File: config.mk
export PLATFORM = sky130hd
export DESIGN_NAME = fuente_main_flat
export DESIGN_NICKNAME = d
export VERILOG_FILES = /design/src/rtl/fuente_main_pkg.sv /design/src/rtl/fuente_main_if.sv /design/src/rtl/fuente_main_lfsr6.sv /design/src/rtl/fuente_main.sv /design/src/flat_wrapper.sv
export SDC_FILE = /design/constraint.sdc
export NUM_CORES = 1
export LEC_CHECK = 0
export ABC_AREA = 1
export BUFFER_PORTS_ARGS = -buffer_cell sky130_fd_sc_hd__buf_2
export CORE_MARGIN = 3
export CORE_UTILIZATION = 57
export CTS_CLUSTER_SIZE = 8
export DETAILED_ROUTE_END_ITERATION = 12
export PLACE_DENSITY = 0.83
export SLEW_MARGIN = 20
export SYNTH_ARGS = -nofsm -noshare
export SYNTH_HDL_FRONTEND = slang
export SYNTH_SLANG_ARGS = --single-unit
File: constraint.sdc
create_clock -name clk -period 3.3 [get_ports clk]
set_clock_uncertainty 0.2 [all_clocks]
set_input_delay 0.33 -clock clk [delete_from_list [all_inputs] [get_ports clk]]
set_output_delay 0.33 -clock clk [all_outputs]
set_load 0.02 [all_outputs]
File: src/rtl/fuente_main_pkg.sv
// Shared arqui definitions: word/counter widths, FSM encoding, pattern modes
// and the 6-bit LFSR (x^6 + x^5 + 1) step used by generators and checkers.
package arqui_pkg;

  localparam int WIDTH = 6;
  localparam int CNT_W = 5;

  localparam logic MODE_INC  = 1'b0;
  localparam logic MODE_LFSR = 1'b1;

  // Feedback taps for x^6 + x^5 + 1: new bit = q[5] ^ q[4].
  localparam logic [5:0] LFSR_TAPS      = 6'b110000;
  // All-zero is the LFSR lock-up state, so a zero seed is replaced by this.
  localparam logic [5:0] LFSR_ZERO_SEED = 6'b000001;

  typedef enum logic [2:0] {
    ST_IDLE  = 3'd0,
    ST_RUN   = 3'd1,
    ST_HOLD  = 3'd2,
    ST_DONE  = 3'd3,
    ST_ABORT = 3'd4
  } state_t;

  function automatic logic [5:0] lfsr6_step(input logic [5:0] q);
    return {q[4:0], ^(q & LFSR_TAPS)};
  endfunction

endpackage

File: src/rtl/fuente_main_if.sv
// Source -> main FIFO link. Valid/ready contract: a word on data_out is
// transferred in every cycle push_main is high (push_main is the valid, there
// is no per-word ready); pause_main is the FIFO's almost-full level and the
// source must stop pushing from the cycle after it samples pause_main high.
interface fuente_main_if #(
  parameter int DW = arqui_pkg::WIDTH
);
  logic [DW-1:0] data_out;
  logic          push_main;
  logic          pause_main;

  modport master (output data_out, output push_main, input pause_main);
  modport slave  (input data_out, input push_main, output pause_main);
endinterface

File: src/rtl/fuente_main_lfsr6.sv
// 6-bit maximal-length LFSR with synchronous load; a zero seed loads 1.
module lfsr6 (
  input  logic       clk,
  input  logic       reset,
  input  logic       en,
  input  logic       load,
  input  logic [5:0] seed,
  output logic [5:0] q
);
  import arqui_pkg::*;

  // Load has priority over stepping so a new burst always starts at its seed.
  always_ff @(posedge clk) begin
    if (reset) begin
      q <= LFSR_ZERO_SEED;
    end else if (load) begin
      q <= (seed == 6'd0) ? LFSR_ZERO_SEED : seed;
    end else if (en) begin
      q <= lfsr6_step(q);
    end
  end

endmodule

File: src/rtl/fuente_main.sv
// Burst traffic source for the main FIFO: pushes num_words words of an
// incrementing or LFSR pattern, stalls on pause_main, aborts on error_in.
module fuente_main #(
  parameter int WIDTH = 6,
  parameter int CNT_W = 5
) (
  input  logic             clk,
  input  logic             reset,
  input  logic             start,
  input  logic             mode,
  input  logic [WIDTH-1:0] base,
  input  logic [CNT_W-1:0] num_words,
  input  logic             error_in,
  fuente_main_if.master    fifo,
  output logic             busy,
  output logic             done,
  output logic             error_out,
  output logic [CNT_W-1:0] sent_cnt,
  output logic [2:0]       dbg_state
);
  import arqui_pkg::*;

  state_t           state_q, state_d;
  logic             mode_q;
  logic [WIDTH-1:0] inc_q;
  logic [CNT_W-1:0] len_q;
  logic [5:0]       lfsr_q;
  logic [WIDTH-1:0] cur_word;
  logic             accept_start;
  logic             last_word;
  logic             push_d, busy_d, done_d, err_d;

  assign accept_start = (state_q == ST_IDLE) && start;
  assign last_word    = ((sent_cnt + CNT_W'(1)) == len_q);
  assign cur_word     = (mode_q == MODE_LFSR) ? WIDTH'(lfsr_q) : inc_q;
  assign dbg_state    = state_q;

  lfsr6 u_lfsr (
    .clk   (clk),
    .reset (reset),
    .en    (push_d),
    .load  (accept_start),
    .seed  (base[5:0]),
    .q     (lfsr_q)
  );

  // State register.
  always_ff @(posedge clk) begin
    if (reset) state_q <= ST_IDLE;
    else       state_q <= state_d;
  end

  // Next state. HOLD resumes straight into a push when pause drops, so each
  // paused cycle costs exactly one cycle of burst time. Error beats pause.
  always_comb begin
    state_d = state_q;
    unique case (state_q)
      ST_IDLE: begin
        if (start) state_d = (num_words == '0) ? ST_DONE : ST_RUN;
      end
      ST_RUN, ST_HOLD: begin
        if (error_in)             state_d = ST_ABORT;
        else if (fifo.pause_main) state_d = ST_HOLD;
        else if (last_word)       state_d = ST_DONE;
        else                      state_d = ST_RUN;
      end
      ST_DONE:  state_d = ST_IDLE;
      ST_ABORT: state_d = ST_ABORT;
      default:  state_d = ST_IDLE;
    endcase
  end

  // Output decode; these values are registered below, one cycle behind state.
  always_comb begin
    push_d = 1'b0;
    busy_d = 1'b0;
    done_d = 1'b0;
    err_d  = error_out;
    unique case (state_q)
      ST_RUN, ST_HOLD: begin
        busy_d = !error_in;
        push_d = !error_in && !fifo.pause_main;
        err_d  = error_out | error_in;
      end
      ST_DONE: done_d = 1'b1;
      default: ;
    endcase
  end

  // Registered outputs; data_out holds its last word between pushes.
  always_ff @(posedge clk) begin
    if (reset) begin
      fifo.push_main <= 1'b0;
      fifo.data_out  <= '0;
      busy           <= 1'b0;
      done           <= 1'b0;
      error_out      <= 1'b0;
      sent_cnt       <= '0;
    end else begin
      fifo.push_main <= push_d;
      busy           <= busy_d;
      done           <= done_d;
      error_out      <= err_d;
      if (push_d) begin
        fifo.data_out <= cur_word;
        sent_cnt      <= sent_cnt + CNT_W'(1);
      end else if (accept_start) begin
        sent_cnt <= '0;
      end
    end
  end

  // Burst parameters latched on an accepted start; incrementing word advances per push.
  always_ff @(posedge clk) begin
    if (reset) begin
      mode_q <= MODE_INC;
      inc_q  <= '0;
      len_q  <= '0;
    end else if (accept_start) begin
      mode_q <= mode;
      inc_q  <= base;
      len_q  <= num_words;
    end else if (push_d) begin
      inc_q <= inc_q + WIDTH'(1);
    end
  end

endmodule

File: src/flat_wrapper.sv
// flat-port wrapper written by rule: the top's interface ports become plain ports
module fuente_main_flat import arqui_pkg::*;
#(
  parameter int WIDTH = 6,
  parameter int CNT_W = 5
)
  (clk, reset, start, mode, base, num_words, error_in, busy, done, error_out, sent_cnt, dbg_state, fifo_data_out, fifo_push_main, fifo_pause_main);
  fuente_main_if fifo_i ();
  input  logic clk;
  input  logic reset;
  input  logic start;
  input  logic mode;
  input  logic [WIDTH-1:0] base;
  input  logic [CNT_W-1:0] num_words;
  input  logic error_in;
  output logic busy;
  output logic done;
  output logic error_out;
  output logic [CNT_W-1:0] sent_cnt;
  output logic [2:0] dbg_state;
  output wire logic [$bits(fifo_i.data_out)-1:0] fifo_data_out;
  output wire logic [$bits(fifo_i.push_main)-1:0] fifo_push_main;
  input wire logic [$bits(fifo_i.pause_main)-1:0] fifo_pause_main;
  assign fifo_data_out = fifo_i.data_out;
  assign fifo_push_main = fifo_i.push_main;
  assign fifo_i.pause_main = fifo_pause_main;
  fuente_main #(.WIDTH(WIDTH), .CNT_W(CNT_W)) u_core (.clk(clk), .reset(reset), .start(start), .mode(mode), .base(base), .num_words(num_words), .error_in(error_in), .fifo(fifo_i), .busy(busy), .done(done), .error_out(error_out), .sent_cnt(sent_cnt), .dbg_state(dbg_state));
endmodule
# ---- After elaboration in Yosys (flattened, before gate mapping)
# Cells that the tools add are included.
dict set report word_totals {
  romBits 0
  regBits 36
  ram_bits 0
  latchBits 0
  memories 0
}
dict set report op_classes {
  addsub 2
  n_lt_le_gt_ge 0
  div_mod_pow 0
  n_reduce_logical 11
  shift 0
  bitwise_logic 2
  n_mul 0
  mux 16
  eq_ne 6
}
# op count
set op_table {}
lappend op_table {{$mux W6} 6}
lappend op_table {{$mux W5} 2}
lappend op_table {{$mux W3} 3}
lappend op_table {{$pmux W3 S3} 1}
lappend op_table {{$add A6 B1 Y6 const B} 1}
lappend op_table {{$eq A3 B2 Y1 const B} 2}
lappend op_table {{$logic_not A6 Y1} 1}
lappend op_table {{$reduce_xor A6 Y1} 1}
lappend op_table {{$add A5 B1 Y5 const B} 1}
lappend op_table {{$eq A5 B5 Y1} 1}
lappend op_table {{$logic_not A5 Y1} 1}
lappend op_table {{$mux W2} 2}
lappend op_table {{$reduce_or A2 Y1} 2}
lappend op_table {{$eq A3 B1 Y1 const B} 1}
lappend op_table {{$eq A3 B3 Y1 const B} 1}
lappend op_table {{$logic_not A3 Y1} 1}
lappend op_table {{$logic_and A1 B1 Y1} 2}
lappend op_table {{$logic_not A1 Y1} 2}
lappend op_table {{$mux W1} 2}
lappend op_table {{$ne A2 B2 Y1 const B} 1}
lappend op_table {{$reduce_bool A2 Y1} 1}
lappend op_table {{$not A1 Y1} 1}
lappend op_table {{$or A1 B1 Y1} 1}

# ---- Logic depth before layout (Yosys ltp)
dict set report depth {
  word_depth 6
  depth_mapped 12
}

# ---- Hierarchy
# Synthesis repeated with hierarchy kept, for this count alone.
dict set report hier_totals {
  cells_unflattened 245
  hier_area_um2 1803.0
}
# mod cells_each instances area_per_inst_um2
set modules_own_cells {}
lappend modules_own_cells {fuente_main 201 1 1478.9}
lappend modules_own_cells {lfsr6 44 1 324.1}

# ---- Worst setup path after synthesis
# No wires, ideal clock.
dict set report synth_path {
  path_type {register -> register}
  startpoint {register u_core.state_q[0] (netlist: u_core.dbg_state[0])}
  endpoint {register u_core.u_lfsr.q[0]}
  setup_ns 0.122
  setup_slack_ns 1.613
  period_less_slack_ns 1.687
  path_stages_with_launch 11
  t_arrival_ns 1.366
  path_cell_list {dfxtp_1 nor2_2 nor2_4 nand2_4 nor2_8 inv_4 nand2_4 inv_4 buf_6 a21oi_2 nand3_1}
}
dict set report synth_between {
  elab_chain_cells 4
  word_cells_on_any_way 8
  classes_between {2 x eq/ne; 2 x mux; 4 x reduce/logical}
}
# item line_no
set synth_rtl {}
lappend synth_rtl {{start, declared} fuente_main.sv:23} ;# state_t state_q, state_d;
lappend synth_rtl {{start signal, assigned} fuente_main.sv:50} ;# else state_q <= state_d;
lappend synth_rtl {{$eq A3 B1 Y1 or $eq A3 B2 Y1 (tied branches)} fuente_main.sv:79} ;# unique case (state_q)
lappend synth_rtl {{$reduce_or A2 Y1} fuente_main.sv:79}
lappend synth_rtl {{$mux W1} fuente_main.sv:79}
lappend synth_rtl {{$reduce_bool A2 Y1 (no line)} n/a}
lappend synth_rtl {{end signal, assigned} fuente_main_lfsr6.sv:17} ;# q <= (seed == 6'd0) ? LFSR_ZERO_SEED : seed;
lappend synth_rtl {{end signal, assigned} fuente_main_lfsr6.sv:19} ;# q <= lfsr6_step(q);
lappend synth_rtl {{end, declared} fuente_main_lfsr6.sv:8} ;# output logic [5:0] q
# Several ways; a longest one is shown, not always the timed one.
# A chain may end at the register's enable or synchronous reset.

# ---- Worst setup path in the final report
dict set report layout_path {
  startpoint {register u_core.sent_cnt[0]}
  endpoint {register u_core.state_q[1] (netlist: u_core.dbg_state[1])}
}
dict set report layout_between {
  elab_chain_cells 6
}
# item line_no
set layout_rtl {}
lappend layout_rtl {{start, declared} fuente_main.sv:18} ;# output logic [CNT_W-1:0] sent_cnt,
lappend layout_rtl {{start signal, assigned} fuente_main.sv:106} ;# sent_cnt <= sent_cnt + CNT_W'(1);
lappend layout_rtl {{$add A5 B1 Y5} fuente_main.sv:34} ;# assign last_word = ((sent_cnt + CNT_W'(1)) == len_q);
lappend layout_rtl {{$eq A5 B5 Y1} fuente_main.sv:34}
lappend layout_rtl {{$mux W2} fuente_main.sv:64} ;# else if (last_word) state_d = ST_DONE;
lappend layout_rtl {{$mux W3} fuente_main.sv:63} ;# else if (fifo.pause_main) state_d = ST_HOLD;
lappend layout_rtl {{$mux W3} fuente_main.sv:62} ;# if (error_in) state_d = ST_ABORT;
lappend layout_rtl {{$pmux W3 S3} fuente_main.sv:57} ;# unique case (state_q)
# No other way between the ends.

==> flow_metrics.py <==
metrics = {
    "logic_synthesis": {
        "ys_seq_area_share_pct": 42.70,
        "syn_area_per_cell_um2": 7.307,
        "ys_types": 27,
        "synthCells": 231,
        "synthesis.area_mm2": 0.001688,
        "async_reset_ff_share_pct": 0,
        "ys.flop_type": "dfxtp_1",
        "syn_nets": 250,
        "synth_edf_count": 0,
        "synth-seq-cells": 36,
        "ys.warnings.count": 0,
    },
    "pwr": {
        "irDropWorstVdd_v": 0.0003733,
        "power_leakage_nw": 0.8930,
        "pwr-share-comb_pct": 16.4,
        "p_int_uw": 616.3,
        "seqPwrFrac_pct": 55.7,
        "switchingPower_uw": 254.7,
        "power.density_mw_per_mm2": 454.6,
        "p_sw_share_pct": 29.24,
        "power_frac_clock_pct": 27.9,
    },
    "grt": {
        "antenna_found_initial": 0,
        "grt_pass1_wl_um": 6085,
        "grt_max_degree": 28,
        "grt_pass1_vias": 1382,
        "overflow": 0,
        "track_usage_pct": 22.51,
    },
    "floorplan": {
        "core_area_mm2": 0.002781,
        "die_w_um": 60.42,
        "rows": 19,
        "io_pins": 35,
        "start_util_pct": 60.68,
        "die_area_mm2": 0.003650,
        "fp.dieH_um": 60.42,
    },
    "sta": {
        "fmax_ghz": 0.5477,
        "max_slew_margin_pct": 73.06,
        "finalSetupTns_ns": 0,
        "timing.final.crit_share_pct": 55.32,
        "worst-slew-pin-transition_ns": 0.4041,
        "fin_crit_ns": 1.826,
        "rsz0062_at_grt": "no",
        "hold_viol": 0,
        "finalSetupViolations": 0,
        "drv_slew": 0,
    },
    "cts": {
        "clockBufferDepth": 2,
        "htreeDepth": 2,
        "cts_root_buf": "clkbuf_4",
        "cts_made_buffers": 5,
        "cts.sinks": 36,
        "cts_hold_buf": 0,
        "post-cts-setup-buffers": 0,
        "cts_tree": "built",
        "cts-resized-gates": 0,
        "path_clk_slew_ns": 0.10,
        "clk_latency_ns": 0.34,
    },
    "job": {
        "maxCapViolCount": 0,
    },
    "route": {
        "first_pass_iters": 4,
        "routed_wl_um": 3776,
        "num_vias": 1612,
        "drc": 0,
        "drt.antenna.violating_nets": 0,
        "drtIter0Drc": 95,
        "avgViaCountPerCell": 5.428,
        "wl_per_cell_um": 12.71,
    },
    "setup_path": {
        "cp-end-kind": "register",
        "required_ns": 3.37,
        "arrival_ns": 1.90,
        "cp_max_fo": 8,
        "startpoint_type": "register",
        "path_class": "reg2reg",
        "reg2reg_depth": 11,
    },
    "final_layout": {
        "areaGrowthSynthToFinish_pct": 13.49,
        "instances_no_fill": 297,
        "nets": 284,
        "num-fill-cells": 251,
        "drive_above_1_share_pct": 19.17,
        "diodes": 0,
    },
    "placement": {
        "dp.cells": 289,
        "gp_congestion": 0.8275,
        "portBuffers": 34,
        "hpwlAfterDp_um": 2726,
    },
    "hold_path": {
        "hold_path_class": "in2reg",
        "hold_path_depth": 3,
    },
    "run_status": {
        "run_status": "complete, no violations",
    },
}
[sequential cells by signal, indices dropped and copies added (netlist names)]
register	count
u_core.busy	1
u_core.done	1
u_core.dbg_state	3
u_core.error_out	1
u_core.fifo.push_main	1
u_core.sent_cnt	5
u_core.inc_q	6
u_core.mode_q	1
u_core.u_lfsr.q	6
u_core.fifo.data_out	6
u_core.len_q	5
[final cells by class]
| type | count | area, um^2 | share of cell area, % |
|---|---|---|---|
| Multi-Input combinational cell | 161 | 820.8 | 42.85 |
| Sequential cell | 36 | 720.7 | 37.62 |
| Timing Repair Buffer | 34 | 170.2 | 8.883 |
| Inverter | 27 | 106.4 | 5.552 |
| Clock buffer | 8 | 58.81 | 3.070 |
| Tap cell | 31 | 38.79 | 2.025 |
[cells by family (layout without fill, tap and decap cells)]
| group | after synthesis | in the layout | synth area share, % |
|---|---|---|---|
| AND/OR/NAND/NOR | 102 | 102 | 27.65 |
| flip-flops | 36 | 36 | 42.70 |
| XOR/XNOR | 5 | 5 | 2.594 |
| AO/OA/AOI/OAI | 52 | 52 | 16.90 |
| adder cells (fa/ha/maj) | 2 | 2 | 1.482 |
| buffers and inverters | 34 | 69 | 8.673 |
[cell usage after synthesis, types with 2 or more instances]
| master | number | area share [%] |
|---|---|---|
| a21oi_1 | 23 | 6.8 |
| buf_2 | 2 | 0.59 |
| nand2_4 | 3 | 2.0 |
| nand2_2 | 2 | 0.74 |
| nand4_1 | 2 | 0.74 |
| ha_1 | 2 | 1.5 |
| nor2_1 | 11 | 2.4 |
| dfxtp_1 | 36 | 43 |
| a31oi_1 | 11 | 4.1 |
| nand3_1 | 14 | 4.2 |
| nor3_1 | 2 | 0.59 |
| o21ai_0 | 14 | 4.2 |
| xor2_1 | 5 | 2.6 |
| o211ai_1 | 2 | 0.89 |
| inv_4 | 2 | 0.74 |
| inv_1 | 25 | 5.6 |
| nand2_1 | 63 | 14 |
| clkbuf_1 | 3 | 0.67 |
[power groups by stage]
stage / logic (mW) / registers (mW) / clock network (mW)
3_5_place_dp: 0.142 / 0.495 / 0
6_report: 0.143 / 0.485 / 0.243
4_1_cts: 0.142 / 0.485 / 0.251
2_1_floorplan: 0.0976 / 0.499 / 0
5_1_grt: 0.160 / 0.489 / 0.269
3_3_place_gp: 0.139 / 0.494 / 0
[routing by layer]
metal	share of wire, %	GRT usage [%]	up-vias
li1	-	-	825
met1	45	28.85	721
met2	46	35.80	56
met3	6.3	6.809	10
met4	2.5	8.669	0
met5	0	0	-
[stage by stage]
step	setup slack, ns	power [mW]	instance area (um^2)	hold WS, ns	util [%]
2_1_floorplan	1.613	0.5968	1688	0.2438	-
3_3_place_gp	1.573	0.6325	1857	0.2366	66.76
3_5_place_dp	1.487	0.6365	1857	0.2406	66.76
4_1_cts	1.471	0.8779	1916	0.03320	68.87
5_1_grt	1.304	0.9179	1916	0.04665	68.87
6_report	1.474	0.8709	1916	0.03849	68.87
[layout by cell type, fill, tap and decap left out, types with 2 or more instances in the layout]
cell type and instances:
nand2_1 63, nor3_1 2, nand4_1 2, nand3_1 14
dfxtp_1 36, a31oi_1 11, o21ai_0 14, xor2_1 5
o211ai_1 2, inv_4 2, nand2_2 2, nor2_1 11
ha_1 2, inv_1 25, a21oi_1 23, nand2_4 3
clkbuf_1 2, clkbuf_4 5, buf_2 34
[path summary, 6_finish.rpt]
path                 startpoint                  end  slack, ns
max          u_core.sent_cnt[0]  u_core.dbg_state[1]       1.47
min                     base[0]   u_core.u_lfsr.q[0]       0.04
max reg2reg  u_core.sent_cnt[0]  u_core.dbg_state[1]       1.47
min reg2reg    u_core.error_out     u_core.error_out       0.25
[worst max-delay path, stage by stage, from the launching register on]
cell and delay (ns):
dfxtp_1 0.54, ha_1 0.28, inv_1 0.05, nand2_1 0.10, nand3_1 0.07, nand2_1 0.07, nand2_1 0.05, nor2_1 0.10
nand3_1 0.08, nand2_1 0.06, nand2_1 0.05, a21oi_1 0.12
Note: power is estimated with default switching activity, not from simulation.
